$ cat src/rtl/ro_freq_counter.sv
// rtl/ro_freq_counter.sv - gated rising-edge counter for a ring oscillator, with a valid/ready result
// Define RO_FREQ_MINMAX_EN to add min_count/max_count tracking of completed measurements.
module ro_freq_counter #(
  parameter int CNT_W         = 16,
  parameter int GATE_W        = 16,
  parameter int SETTLE_CYCLES = 4
) (
  input  logic              clk,
  input  logic              rst,
  input  logic              start,
  input  logic [GATE_W-1:0] gate_len,
  input  logic              ro_in,
  output logic              ro_en,
  output logic              busy,
  output logic [CNT_W-1:0]  result,
  output logic              result_valid,
  input  logic              result_ready,
`ifdef RO_FREQ_MINMAX_EN
  input  logic              minmax_clr,
  output logic [CNT_W-1:0]  min_count,
  output logic [CNT_W-1:0]  max_count,
`endif
  output logic              overflow
);

  localparam int SET_W = $clog2(SETTLE_CYCLES + 1);
  localparam logic [SET_W-1:0] SETTLE_LAST = SET_W'(SETTLE_CYCLES - 1);

  typedef enum logic [1:0] {IDLE, ARM, COUNT, DONE} state_t;

  state_t            state;
  logic              s1, s2, s3;
  logic              rise;
  logic [GATE_W-1:0] gate_q;
  logic [GATE_W-1:0] win_cnt;
  logic [SET_W-1:0]  settle_cnt;
  logic [CNT_W-1:0]  edge_cnt;
  logic [CNT_W-1:0]  cnt_next;
  logic              sat_hit;
  logic              win_last;

  // Increment is computed combinationally so the final window cycle's edge lands in result.
  always_comb begin
    rise     = s2 & ~s3;
    sat_hit  = rise & (&edge_cnt);
    cnt_next = edge_cnt;
    if (rise && !(&edge_cnt))
      cnt_next = edge_cnt + CNT_W'(1);
    win_last = (win_cnt == gate_q - GATE_W'(1));
  end

  always_ff @(posedge clk) begin
    if (rst) begin
      state        <= IDLE;
      s1           <= 1'b0;
      s2           <= 1'b0;
      s3           <= 1'b0;
      gate_q       <= '0;
      win_cnt      <= '0;
      settle_cnt   <= '0;
      edge_cnt     <= '0;
      ro_en        <= 1'b0;
      busy         <= 1'b0;
      result       <= '0;
      result_valid <= 1'b0;
      overflow     <= 1'b0;
`ifdef RO_FREQ_MINMAX_EN
      min_count    <= '1;
      max_count    <= '0;
`endif
    end else begin
      s1 <= ro_in;
      s2 <= s1;
      s3 <= s2;
      case (state)
        IDLE: begin
          if (start) begin
            gate_q <= gate_len;
            busy   <= 1'b1;
            if (gate_len == '0) begin
              result       <= '0;
              overflow     <= 1'b0;
              result_valid <= 1'b1;
              state        <= DONE;
            end else begin
              edge_cnt   <= '0;
              overflow   <= 1'b0;
              settle_cnt <= '0;
              win_cnt    <= '0;
              ro_en      <= 1'b1;
              state      <= ARM;
            end
          end
        end
        ARM: begin
          if (settle_cnt == SETTLE_LAST)
            state <= COUNT;
          else
            settle_cnt <= settle_cnt + SET_W'(1);
        end
        COUNT: begin
          edge_cnt <= cnt_next;
          if (sat_hit)
            overflow <= 1'b1;
          if (win_last) begin
            result       <= cnt_next;
            result_valid <= 1'b1;
            ro_en        <= 1'b0;
            state        <= DONE;
`ifdef RO_FREQ_MINMAX_EN
            if (cnt_next < min_count)
              min_count <= cnt_next;
            if (cnt_next > max_count)
              max_count <= cnt_next;
`endif
          end else begin
            win_cnt <= win_cnt + GATE_W'(1);
          end
        end
        DONE: begin
          if (result_ready) begin
            result_valid <= 1'b0;
            busy         <= 1'b0;
            state        <= IDLE;
          end
        end
        default: state <= IDLE;
      endcase
`ifdef RO_FREQ_MINMAX_EN
      if (minmax_clr) begin
        min_count <= '1;
        max_count <= '0;
      end
`endif
    end
  end

endmodule
$ cat config.mk
export PLATFORM = sky130hd
export DESIGN_NAME = ro_freq_counter
export DESIGN_NICKNAME = d
export VERILOG_FILES = /design/src/rtl/ro_freq_counter.sv
export SDC_FILE = /design/constraint.sdc
export NUM_CORES = 1
export LEC_CHECK = 0
export CAP_MARGIN = 0
export CELL_PAD_IN_SITES_DETAIL_PLACEMENT = 1
export CELL_PAD_IN_SITES_GLOBAL_PLACEMENT = 1
export CORE_MARGIN = 10
export CORE_UTILIZATION = 43
export CTS_CLUSTER_SIZE = 14
export DETAILED_ROUTE_END_ITERATION = 6
export PLACE_DENSITY_LB_ADDON = 0.1
export SYNTH_ARGS = -nofsm -noshare
export SYNTH_HDL_FRONTEND = slang
export SYNTH_SLANG_ARGS = --single-unit
$ cat constraint.sdc
create_clock -name clk -period 3.2 [get_ports clk]
set_input_delay 0.32 -clock clk [delete_from_list [all_inputs] [get_ports clk]]
set_output_delay 0.32 -clock clk [all_outputs]
set_load 0.005 [all_outputs]
## After elaboration in Yosys (flattened, before gate mapping)

Cells that the tools add are included.

- $add $sub $neg: 4
- Eq/ne operators: 14
- Mux-type cells: 34
- Bitwise gates (word level): 3
- Reductions and logical operators: 19

Operators with widths:

| kind | number |
|---|---|
| $mux 16 | 7 |
| $pmux 16 s2 | 3 |
| $add 16x1->16 const B | 2 |
| $reduce_and 4->1 | 5 |
| $ne 2x2->1 const B | 9 |
| $eq 16x16->1 | 1 |
| $logic_not 16->1 | 1 |
| $reduce_and 16->1 | 1 |
| $sub 16x1->16 const B | 1 |
| $mux 1 | 10 |
| $mux 2 | 5 |
| $mux 3 | 3 |
| $reduce_and 3->1 | 3 |
| $pmux 2 s4 | 1 |
| $pmux 1 s2 | 3 |
| $pmux 3 s2 | 1 |
| $reduce_bool 2->1 | 3 |
| $reduce_and 5->1 | 1 |
| $eq 2x2->1 const B | 2 |
| $add 3x1->3 const B | 1 |
| $eq 3x2->1 const B | 1 |
| $pmux 1 s3 | 1 |
| $reduce_bool 3->1 | 1 |
| $and 1x1->1 | 2 |
| 6 further kinds | 6 |

- Bits in registers: 76
- Input port bits: 21
- Logic and storage cells: 87

## Depth between registers and ports, before layout

Gate-level depths: netlist of the first run.

- Word-level depth: 6
- Depth in mapped cells: 13

## Least setup slack after synthesis of the first run

Ideal clock, no wire load.

- Path type: register -> register
- Start point: register gate_q[0]
- End point: register result[5]
- Setup time: 0.070 ns
- Arrival: 2.894 ns
- Slack: 0.236 ns
- Stages on the path, launching flop included: 13
- Path through: dfxtp_1 -> inv_1 -> ha_1 -> nor3b_1 -> buf_2 -> nor4b_1 -> a31oi_1 -> o311a_1 -> or2_4 -> o41a_1 -> buf_6 -> or3_1 -> a21oi_1

- Longest elaborated chain between the ends: 4

RTL lines:

| what | line | RTL |
|---|---|---|
| start: declaration | 34 | `logic [GATE_W-1:0] gate_q;` |
| start signal: assignment | 78 | `gate_q <= gate_len;` |
| $sub 16x1->16 | 49 | `win_last = (win_cnt == gate_q - GATE_W'(1));` |
| $eq 16x16->1 | 49 |  |
| $ne 2x2->1 (no line) | n/a |  |
| $reduce_and 4->1 (no line) | n/a |  |
| end signal: assignment | 106 | `result <= cnt_next;` |
| end: declaration | 15 | `output logic [CNT_W-1:0] result,` |

No other way between the ends.
A chain may end at the register's enable or synchronous reset.

## Worst setup path in the final report of the first run

- Start point: register gate_q[0]
- End point: register result[3]

Same word-level chain as after synthesis.

==> run summary, run 1 <==
Synthesis inferred 76 register bits. The detailed-route wire length came out at 12100 um. The final non-filler cell area was 5070 um2. The logs give 0 for the number of antenna violations at the first check in global routing and 9 for the total clock buffers created by CTS. The analysis attributes to net switching a power of 0.00115 W.

The met3 track demand over resource in global routing came out at 0.0338. The region available for standard cell placement spans 9370 um2. Worst path setup slack after routing: 127 ps.

Final critical-path required period: 3070 ps. The clock net in this run drives a total of 76 sinks. CTS placed an instance of sky130_fd_sc_hd__clkbuf_8 at the clock tree root. After detailed routing, the number of vias per cell comes to 5.62. The logs give 14100 um2 for the total die area and 0.00194 W for the internal power. For the total number of placement rows, the log shows 35. The share of cells above drive strength 1 came out at 0.102.

For the met1 track demand over resource in global routing, the log shows 0.178. The mean instance size in the synthesized netlist was 7.90 um2; the number of global-route vias before repair was 4247. The transition time at the pin with the least slew margin is 690 ps, and the distinct cell type count of the synthesized netlist is 53. Max-cap violations in this run came to 0. After detailed routing, the number of remaining DRC violations is 0.

The fraction of registers with async set or reset after synthesis was 0. Starting density of the core: 0.446. Adding up every negative setup slack in the final design gives 0 ps. The tools report the count of TritonRoute iterations in the first routing pass as 4. The final number of hold-violating endpoints came out at 0.

Leaving out fill and tap cells, the most frequent cell in the layout is sky130_fd_sc_hd__nand2_1. In the layout the commonest cells are sky130_fd_sc_hd__nand2_1 (75), sky130_fd_sc_hd__dfxtp_1 (74), sky130_fd_sc_hd__a21oi_1 (52). For this run the aggregate overflow at the end of global routing stands at 0. The tools report the aggregate global-route resource usage as 0.170. The run gives 602 as the number of nets at the end of the flow. The clock network fraction of total power is 0.277, and the number of enable flip-flop cells after synthesis is 0.

The maximum root-to-sink buffer count was 2; the proportion of total power due to net switching was 0.373. STA classifies the critical path endpoint as a flip-flop. The largest vdd supply drop is 0.000290 V. The most used flip-flop cell after synthesis is sky130_fd_sc_hd__dfxtp_1.

For the worst setup path, the data required time is 3480 ps. TritonCTS built the clock tree. The clock latency on the worst-skew pair was 360 ps; the part of the total power dissipated in sequential elements was 0.354. The first global-routing pass estimated 20400 um of wire.

The critical path is of the flip-flop to flip-flop type. Prior to clock tree synthesis, the placed netlist has a worst setup slack of -6.18 ps. The power density over the cells is 608 nW/um2, and the number of nets in the synthesized netlist is 559. The tools report the count of final setup violators as 0. The max-slew headroom at the worst pin was 0.540. Across the routed clock network, the largest skew measured is 13.5 ps.

The placed wire-length estimate after detailed placement was 8600 um. The portion of total power attributed to combinational logic is 0.369. In the synthesized netlist, the number of instances is 529.

Relative to the synthesized area, the layout overhead comes to 21.3%. Share of the clock period used by the worst path after layout: 0.960. The run gives 0 as the total inserted antenna cells.

In this run the static leakage power is 1.80 nW. Count of antenna-violating nets left after detailed routing: 0. The flow ran to the end, and the final reports show no timing, DRC or antenna violations. CTS built an H-tree with a depth of 3.

The layer flagged by global routing as most heavily used is met2. The run gives 0.00308 W as the total power consumption of the routed design. The tools report the sequential fraction of the synthesis area as 0.364. Pin placement for this block handled 41 I/O pins. At the end of routability-driven placement, the weighted congestion stood at 0.796.

Width of the chip: 119 um. The worst hold path class is input pin to flip-flop. The number of pins with negative max-slew slack in the final report was 0; the violation count after the first detailed-route iteration was 201. STA puts the critical path data arrival time at 3360 ps. Port buffering added 40 buffers.

The maximum clock frequency is 325 MHz. Entering global routing, the biggest net connects 46 pins. After detailed routing, the average wire length per cell comes to 17.2 um. The highest fanout seen on the critical path is 24. The vertical extent of the die came out at 119 um. The routed layout has 3970 vias.

Critical path launch point type: a flip-flop. Clock-pin slew was measured on the worst setup and hold paths at 90 ps. After synthesis the cells add up to 4180 um2. The cell area after placement is 4790 um2, and the number of warnings issued by yosys is 0. The met2 usage is 0.331.
==> worst max-delay path, stage by stage, from the launching register on <==
cell and delay [ps]:
sky130_fd_sc_hd__dfxtp_2 350, sky130_fd_sc_hd__inv_1 50, sky130_fd_sc_hd__ha_1 220, sky130_fd_sc_hd__nor3b_2 200, sky130_fd_sc_hd__buf_4 190, sky130_fd_sc_hd__nor4b_4 240
sky130_fd_sc_hd__a31oi_1 70, sky130_fd_sc_hd__o311a_1 330, sky130_fd_sc_hd__or2_4 250, sky130_fd_sc_hd__o41a_1 410, sky130_fd_sc_hd__buf_12 180, sky130_fd_sc_hd__or3_1 360
sky130_fd_sc_hd__a21oi_2 150
==> final timing paths <==
path	startpoint	end	slack [ps]	depth (start not counted)
worst max-delay path	gate_q[0]	result[3]	130	12
worst min-delay path	rst	result[1]	360	2
worst max register to register	gate_q[0]	result[3]	130	12
worst min register to register	s1	s2	450	1
==> cell usage after synthesis, drive strengths merged (2+ instances only) <==
library cell	count	area, um2
nor4b	2	17.5
a211oi	3	22.5
or2	3	21.3
nand2	75	282
a31oi	2	12.5
nor3	13	70.1
and2	5	31.3
xnor2	19	166
clkbuf	25	93.8
a22oi	8	60.1
nand4	8	50.1
nand3b	3	22.5
o21a	6	45.0
nor2	47	176
o41ai	2	17.5
nand2b	3	18.8
and3	5	31.3
o21ai	19	95.1
o211ai	4	30.0
nor2b	11	68.8
xor2	16	140
ha	9	113
nand3	19	95.1
a21oi	54	270
o31ai	2	15.0
or3	19	119
dfxtp	76	1520
buf	4	25.0
inv	12	45.0
nor4	11	83.8
mux2	6	67.6
or4	4	30.0
and4	3	26.3
a311oi	4	35.0
mux2i	15	150
==> registers in the layout, indices dropped and copies added (netlist names), 2 cells and up <==
name,flops
edge_cnt,16
gate_q,16
result,16
win_cnt,16
settle_cnt,3
state,2
==> power groups by stage <==
stage,sequential (W),clock (W),combinational (W)
6_report,0.00109,0.000854,0.00114
5_1_grt,0.00110,0.000918,0.00126
4_1_cts,0.00109,0.000874,0.00111
3_5_place_dp,0.00111,0,0.00109
3_3_place_gp,0.00110,0,0.00105
2_1_floorplan,0.00109,0,0.000742
==> layer usage <==
layer / part of all wire / wire, um / vias up
li1: - / - / 1961
met1: 0.41 / 5000 / 1954
met2: 0.55 / 6620 / 39
met3: 0.026 / 314 / 16
met4: 0.016 / 199 / 0
met5: 0 / 0 / -
==> layout make-up <==
| class | count | area (um2) |
|---|---|---|
| Clock buffer | 10 | 138 |
| Clock inverter | 6 | 93.8 |
| Fill cell | 1159 | 4300 |
| Inverter | 12 | 45.0 |
| Multi-Input combinational cell | 412 | 2530 |
| Sequential cell | 76 | 1520 |
| Tap cell | 129 | 161 |
| Timing Repair Buffer | 61 | 578 |
==> what timing repair did <==
item,4_1_cts,5_1_grt
resized for setup,1,7
pin swaps,0,1
hold endpoints to repair,0,0
hold buffers,0,0
endpoints found under the setup margin,7,13
setup buffers,0,2
==> per-stage QoR <==
| stage | hold WS (ps) | cells | util |
|---|---|---|---|
| global route | 377 | 706 | 0.541 |
| floorplan | 414 | 529 | - |
| detailed placement | 429 | 688 | 0.511 |
| finish | 361 | 706 | 0.541 |
| global placement | 420 | 688 | 0.511 |
| CTS | 354 | 704 | 0.536 |
==> kinds of logic (layout without fill, tap and decap cells) <==
logic type	after synthesis	after routing	share of synthesized area
buf+inv	41	89	0.0392
simple gates	233	233	0.278
fa+ha+maj	9	9	0.0269
compound gates	114	114	0.166
flops	76	76	0.364
xor+xnor	35	35	0.0733
mux	21	21	0.0521
No activity file was read; power rests on OpenSTA's default activity.
==> run 2, diff against run 1 <==
--- a/config.mk
+++ b/config.mk
@@ -13,6 +13,7 @@
 export CTS_CLUSTER_SIZE = 14
 export DETAILED_ROUTE_END_ITERATION = 6
 export PLACE_DENSITY_LB_ADDON = 0.1
+export SLEW_MARGIN = 40
 export SYNTH_ARGS = -nofsm -noshare
 export SYNTH_HDL_FRONTEND = slang
 export SYNTH_SLANG_ARGS = --single-unit
==> results of run 2 <==
Final layout, timing and power as in run 1 (identical DEF).
==> RTL edit 1 (flow settings as in run 1) <==
The 4 states of `state_t` get a one-hot encoding in 4 bits.
--- a/src/rtl/ro_freq_counter.sv
+++ b/src/rtl/ro_freq_counter.sv
@@ -27,5 +27,5 @@
   localparam logic [SET_W-1:0] SETTLE_LAST = SET_W'(SETTLE_CYCLES - 1);
 
-  typedef enum logic [1:0] {IDLE, ARM, COUNT, DONE} state_t;
+  typedef enum logic [3:0] {IDLE = 4'b0001, ARM = 4'b0010, COUNT = 4'b0100, DONE = 4'b1000} state_t;
 
   state_t            state;
Behaviour: no difference found for any inputs over 10 cycles, from zero or initial values and one cycle with rst high; not proved beyond that.
==> RTL edit 1 against run 1 <==
  * Global-route usage is 0.12 points lower
  * Critical path type unchanged
  * Setup slack better by 92 ps
  * Wire length is 1.1% lower
  * Largest cell class unchanged
  * Design area shrank 0.89%
  * Sequential share of layout area increased by 1.0 points
  * Area after synthesis up 1.2%
  * Via count is 1.7% lower
  * Highest routed layer unchanged
  * Critical endpoint is now result[2]$_SDFFE_PP0P_
  * Sequential cell count is 2 higher
  * Clock skew down 0.54 ps
Power is not compared: it rests on default switching activity, and its combinational part moved more than twofold at a synthesized area within 25%.
==> RTL edit 1: results (changes against run 1) <==
Clock tree
  – Latest clock arrival within the worst-skew pair: around 350 ps
  – Root Buffer: clkbuf_8
  – # H-tree levels: 3 (unchanged)

Min path
  – Hold crit path type: flop to flop

Global routing
  – First-pass GRT wire length: 20.1 mm (-1.6%)
  – Largest net degree at the start of global routing: 52 (+13%)
  – GRT Total Usage: 16.9% (-0.12 points)
  – Number of global-route vias before repair: 4,051 (-4.6%)
  – Antenna violations before repair: 0 (unchanged)

Synth
  – Yosys cell types: 62 (+17%)
  – Area contributors post-synth: dfxtp_1 (37%), nand2_1 (6.9%), a21oi_1 (6.9%)
  – Commonest cells in the netlist: dfxtp_1 (78), nand2_1 (78), a21oi_1 (58), nor2_1 (36), clkbuf_1 (22)
  – Syn Nets: 545 (-2.5%)
  – Register area share after synthesis: 36.9% (+0.52 points)

Worst setup path
  – Critical path's slowest cell: or4_1
  – CP arrival: 3230 ps (-130 ps)
  – R2R Setup Slk: 220 ps (+90 ps)
  – Crit path max fanout: 14 (-42%)
  – Slowest stage delay, CP: 520 ps (+110 ps)

Finish
  – Share of cells above drive strength 1: 9.12% (-1.1 points)
  – Layout Nets: 581 (-3.5%)

Drt
  – Detail-routed net length per standard cell: 17.3 um (+0.90%)
  – Via-per-instance ratio: 5.64 (+0.28%)
  – Drt pass-1 iters: 4 (unchanged)
  – Iteration-0 DRC Markers: 170 (-15%)

Status
  – Outcome: finished clean

Placed design
  – Post-DP HPWL: 8.83 mm (+2.8%)
  – RD Place Congestion: 0.852 (+7.1%)

Timing
  – Hold WS: 447 ps (+86.6 ps)
  – Slew HR: 32.7% (-21 points)
  – Final Skew: 12.9 ps (-0.542 ps)

Pwr
  – Worst ir drop on vdd: around 0.00023 V
RTL edit 1: changes by cell type after synthesis, sizes merged, moves of 5 or more:
cell     change
mux2i       -14
o21ai       +11
a22o         +9
nor2         -9
a22oi        -7
mux2         -6
nand3        -6
o2bb2ai      +6
nor2b        -5
or3          -5
or4          +5
RTL edit 1: cell families (layout without fill, tap and decap cells):
| logic type | after synthesis | in the layout | share of synthesized area (%) |
|---|---|---|---|
| buf+inv | 38 | 78 | 4.44 |
| fa+ha+maj | 5 | 5 | 1.48 |
| simple gates | 230 | 230 | 29.4 |
| mux | 1 | 1 | 0.237 |
| compound gates | 138 | 138 | 21.2 |
| flops | 78 | 78 | 36.9 |
| xor+xnor | 29 | 29 | 6.33 |
RTL edit 1: where the power goes:
group | switching (mW) | total (mW) | internal (mW)
Sequential | 0.0368 | 1.03 | 0.995
Clock | 0.361 | 0.939 | 0.578
Combinational | 0.220 | 0.383 | 0.163
RTL edit 1: final timing paths:
path	to	start	cells past startpoint
max reg2reg	result[2]$_SDFFE_PP0P_	gate_q[0]$_SDFFE_PP0P_	10
min	s2$_SDFF_PP0_	s1$_SDFF_PP0_	1
max	result[2]$_SDFFE_PP0P_	gate_q[0]$_SDFFE_PP0P_	10
min reg2reg	s2$_SDFF_PP0_	s1$_SDFF_PP0_	1
RTL edit 1: area by class of cell:
type / instances / area, um2
multi-input cells: 403 / 2490
repair buffers: 55 / 520
fillers: 1189 / 4660
clock buffers: 12 / 165
well taps: 133 / 166
inverters: 8 / 30.0
flip-flops and latches: 78 / 1560
clock inverters: 3 / 90.1
RTL edit 1: metrics by stage:
step / setup slack, ps / std cells / cell area (um2)
6_report: 219 / 692 / 5030
5_1_grt: 31.2 / 692 / 5030
3_3_place_gp: 298 / 677 / 4760
2_1_floorplan: 349 / 519 / 4230
4_1_cts: 128 / 692 / 5020
3_5_place_dp: 136 / 677 / 4760
RTL edit 1: worst max-delay path, delay by kind of cell (launching register included):
family / cells / cell delay (ps)
flops: 1 / 360
fa+ha+maj: 1 / 200
buf+inv: 1 / 80
compound gates: 3 / 740
simple gates: 5 / 1510
RTL edit 1: timing repair:
| item | in CTS | in global routing |
|---|---|---|
| resized for setup | 0 | 2 |
| buffers inserted | 0 | 0 |
| setup endpoints to repair | 0 | 15 |
RTL edit 1: routing by layer:
metal	wire [um]	track usage (%)	vias to the layer above	part of all wire, %
li1	-	-	1946	-
met2	6230	30.0	31	52
met1	5280	19.7	1910	44
met5	0	0	-	0
met3	308	3.68	15	2.6
met4	181	5.27	0	1.5
==> RTL edit 2 (config.mk and constraints of run 1) <==
Without the edit above. `GATE_W`: 16 -> 24.
--- a/src/rtl/ro_freq_counter.sv
+++ b/src/rtl/ro_freq_counter.sv
@@ -3,5 +3,5 @@
 module ro_freq_counter #(
   parameter int CNT_W         = 16,
-  parameter int GATE_W        = 16,
+  parameter int GATE_W        = 24,
   parameter int SETTLE_CYCLES = 4
 ) (
Interface: changed (resized gate_len); port bits go from 41 to 49. The function was not compared with the original's and may differ.
==> RTL edit 2 against run 1 <==
  * Area after synthesis rose by 37%
  * First-iteration DRC count is 39% higher
  * Critical endpoint is now win_cnt[17]$_SDFFE_PP0P_
  * Count of clock-buffer cells in the layout stayed put
  * Sequential cell count up 16
  * Setup slack worse by 93 ps
  * Critical path type unchanged
  * Power rose by 26%
  * Synthesized cell count increased by 37%
  * Largest cell class unchanged
  * Cell count grew 37%
  * Design area is 39% higher
  * Non-clock buffer count up 41
  * Highest routed layer unchanged
  * Wire length is 59% higher
  * Critical path depth down 3
==> RTL edit 2: results (changes against run 1) <==
Global routing
  – Met3 GRT Util: 4.19% (+0.81 points)
  – GR Layer Usage met1: 21.4% (+3.6 points)
  – Met2 Use GR: 39.9% (+6.8 points)
  – Largest net degree at the start of global routing: 71 (+54%)
  – First-pass GRT wire length: 30.3 mm (+48%)

Pwr
  – Comb. pwr: 1.41 mW (+24%)

Drt
  – Detail-routed net length per standard cell: 19.9 um (+16%)
  – DR WL met2: 10.6 mm (+61%)
  – Iteration-0 DRC Markers: 280 (+39%)
  – Drt pass-1 iters: 5 (+1)

Worst setup path
  – CP arrival: 3380 ps (+20 ps)
  – Critical path's slowest cell: or4_4
  – Slowest stage delay, CP: 550 ps (+140 ps)
  – R2R Setup Slk: 30 ps (-90 ps)

Min path
  – Worst Hold Depth: 1 (-1)
  – Hold crit path type: flop to flop

Timing
  – Slew HR: 46.1% (-8.0 points)
  – Hold WS: 447 ps (+86.4 ps)
  – Final Critical Period: 3170 ps (+93.1 ps)

Synth
  – Cells after synthesis: 727 (+37%)
  – Area contributors post-synth: dfxtp_1 (32%), nand2_1 (6.4%), a21oi_1 (5.0%)
  – Adder-cell share of the synthesized area: 1.97% (-0.72 points)
  – Register area share after synthesis: 32.2% (-4.2 points)
  – Xor/xnor share of the synthesized area: 6.25% (-1.1 points)
  – Synth Area in Compound Gates: 20.9% (+4.3 points)

Placed design
  – RD Place Congestion: 0.883 (+11%)
  – Placed Instances: 943 (+37%)

Clock tree
  – Cts repair resizes: 5 (+4)
  – Root Buffer: clkbuf_16
  – Clock Pin Slew Worst Setup and Hold Paths: 70 ps (-20 ps)

Finish
  – Finished Layout Cells: 968 (+37%)
  – Layout Nets: 825 (+37%)

Status
  – Outcome: finished clean
## RTL edit 2: cell types whose count changed after synthesis, moves of 12 or more
| cell | run 1 | this run |
|---|---|---|
| nand2b_1 | 3 | 15 |
| clkbuf_1 | 25 | 40 |
| nand2_1 | 75 | 98 |
| nand3_1 | 19 | 33 |
| or3_1 | 19 | 5 |
| or4_1 | 4 | 16 |
| dfxtp_1 | 76 | 92 |
| o21ai_0 | 18 | 30 |
## RTL edit 2: cells by family after synthesis
kind of cell / count (synthesis)
multiplexers: 13
XOR/XNOR: 40
AND/OR/NAND/NOR: 324
buffers and inverters: 72
flip-flops: 92
adder cells (fa/ha/maj): 9
AO/OA/AOI/OAI: 177
## RTL edit 2: area by class of cell
cell class,instances,area (um2)
Fill cell,1599,6060
Multi-Input combinational cell,565,3720
Sequential cell,92,1850
Timing Repair Buffer,102,892
Clock buffer,10,239
Tap cell,176,220
Clock inverter,6,93.8
Inverter,17,63.8
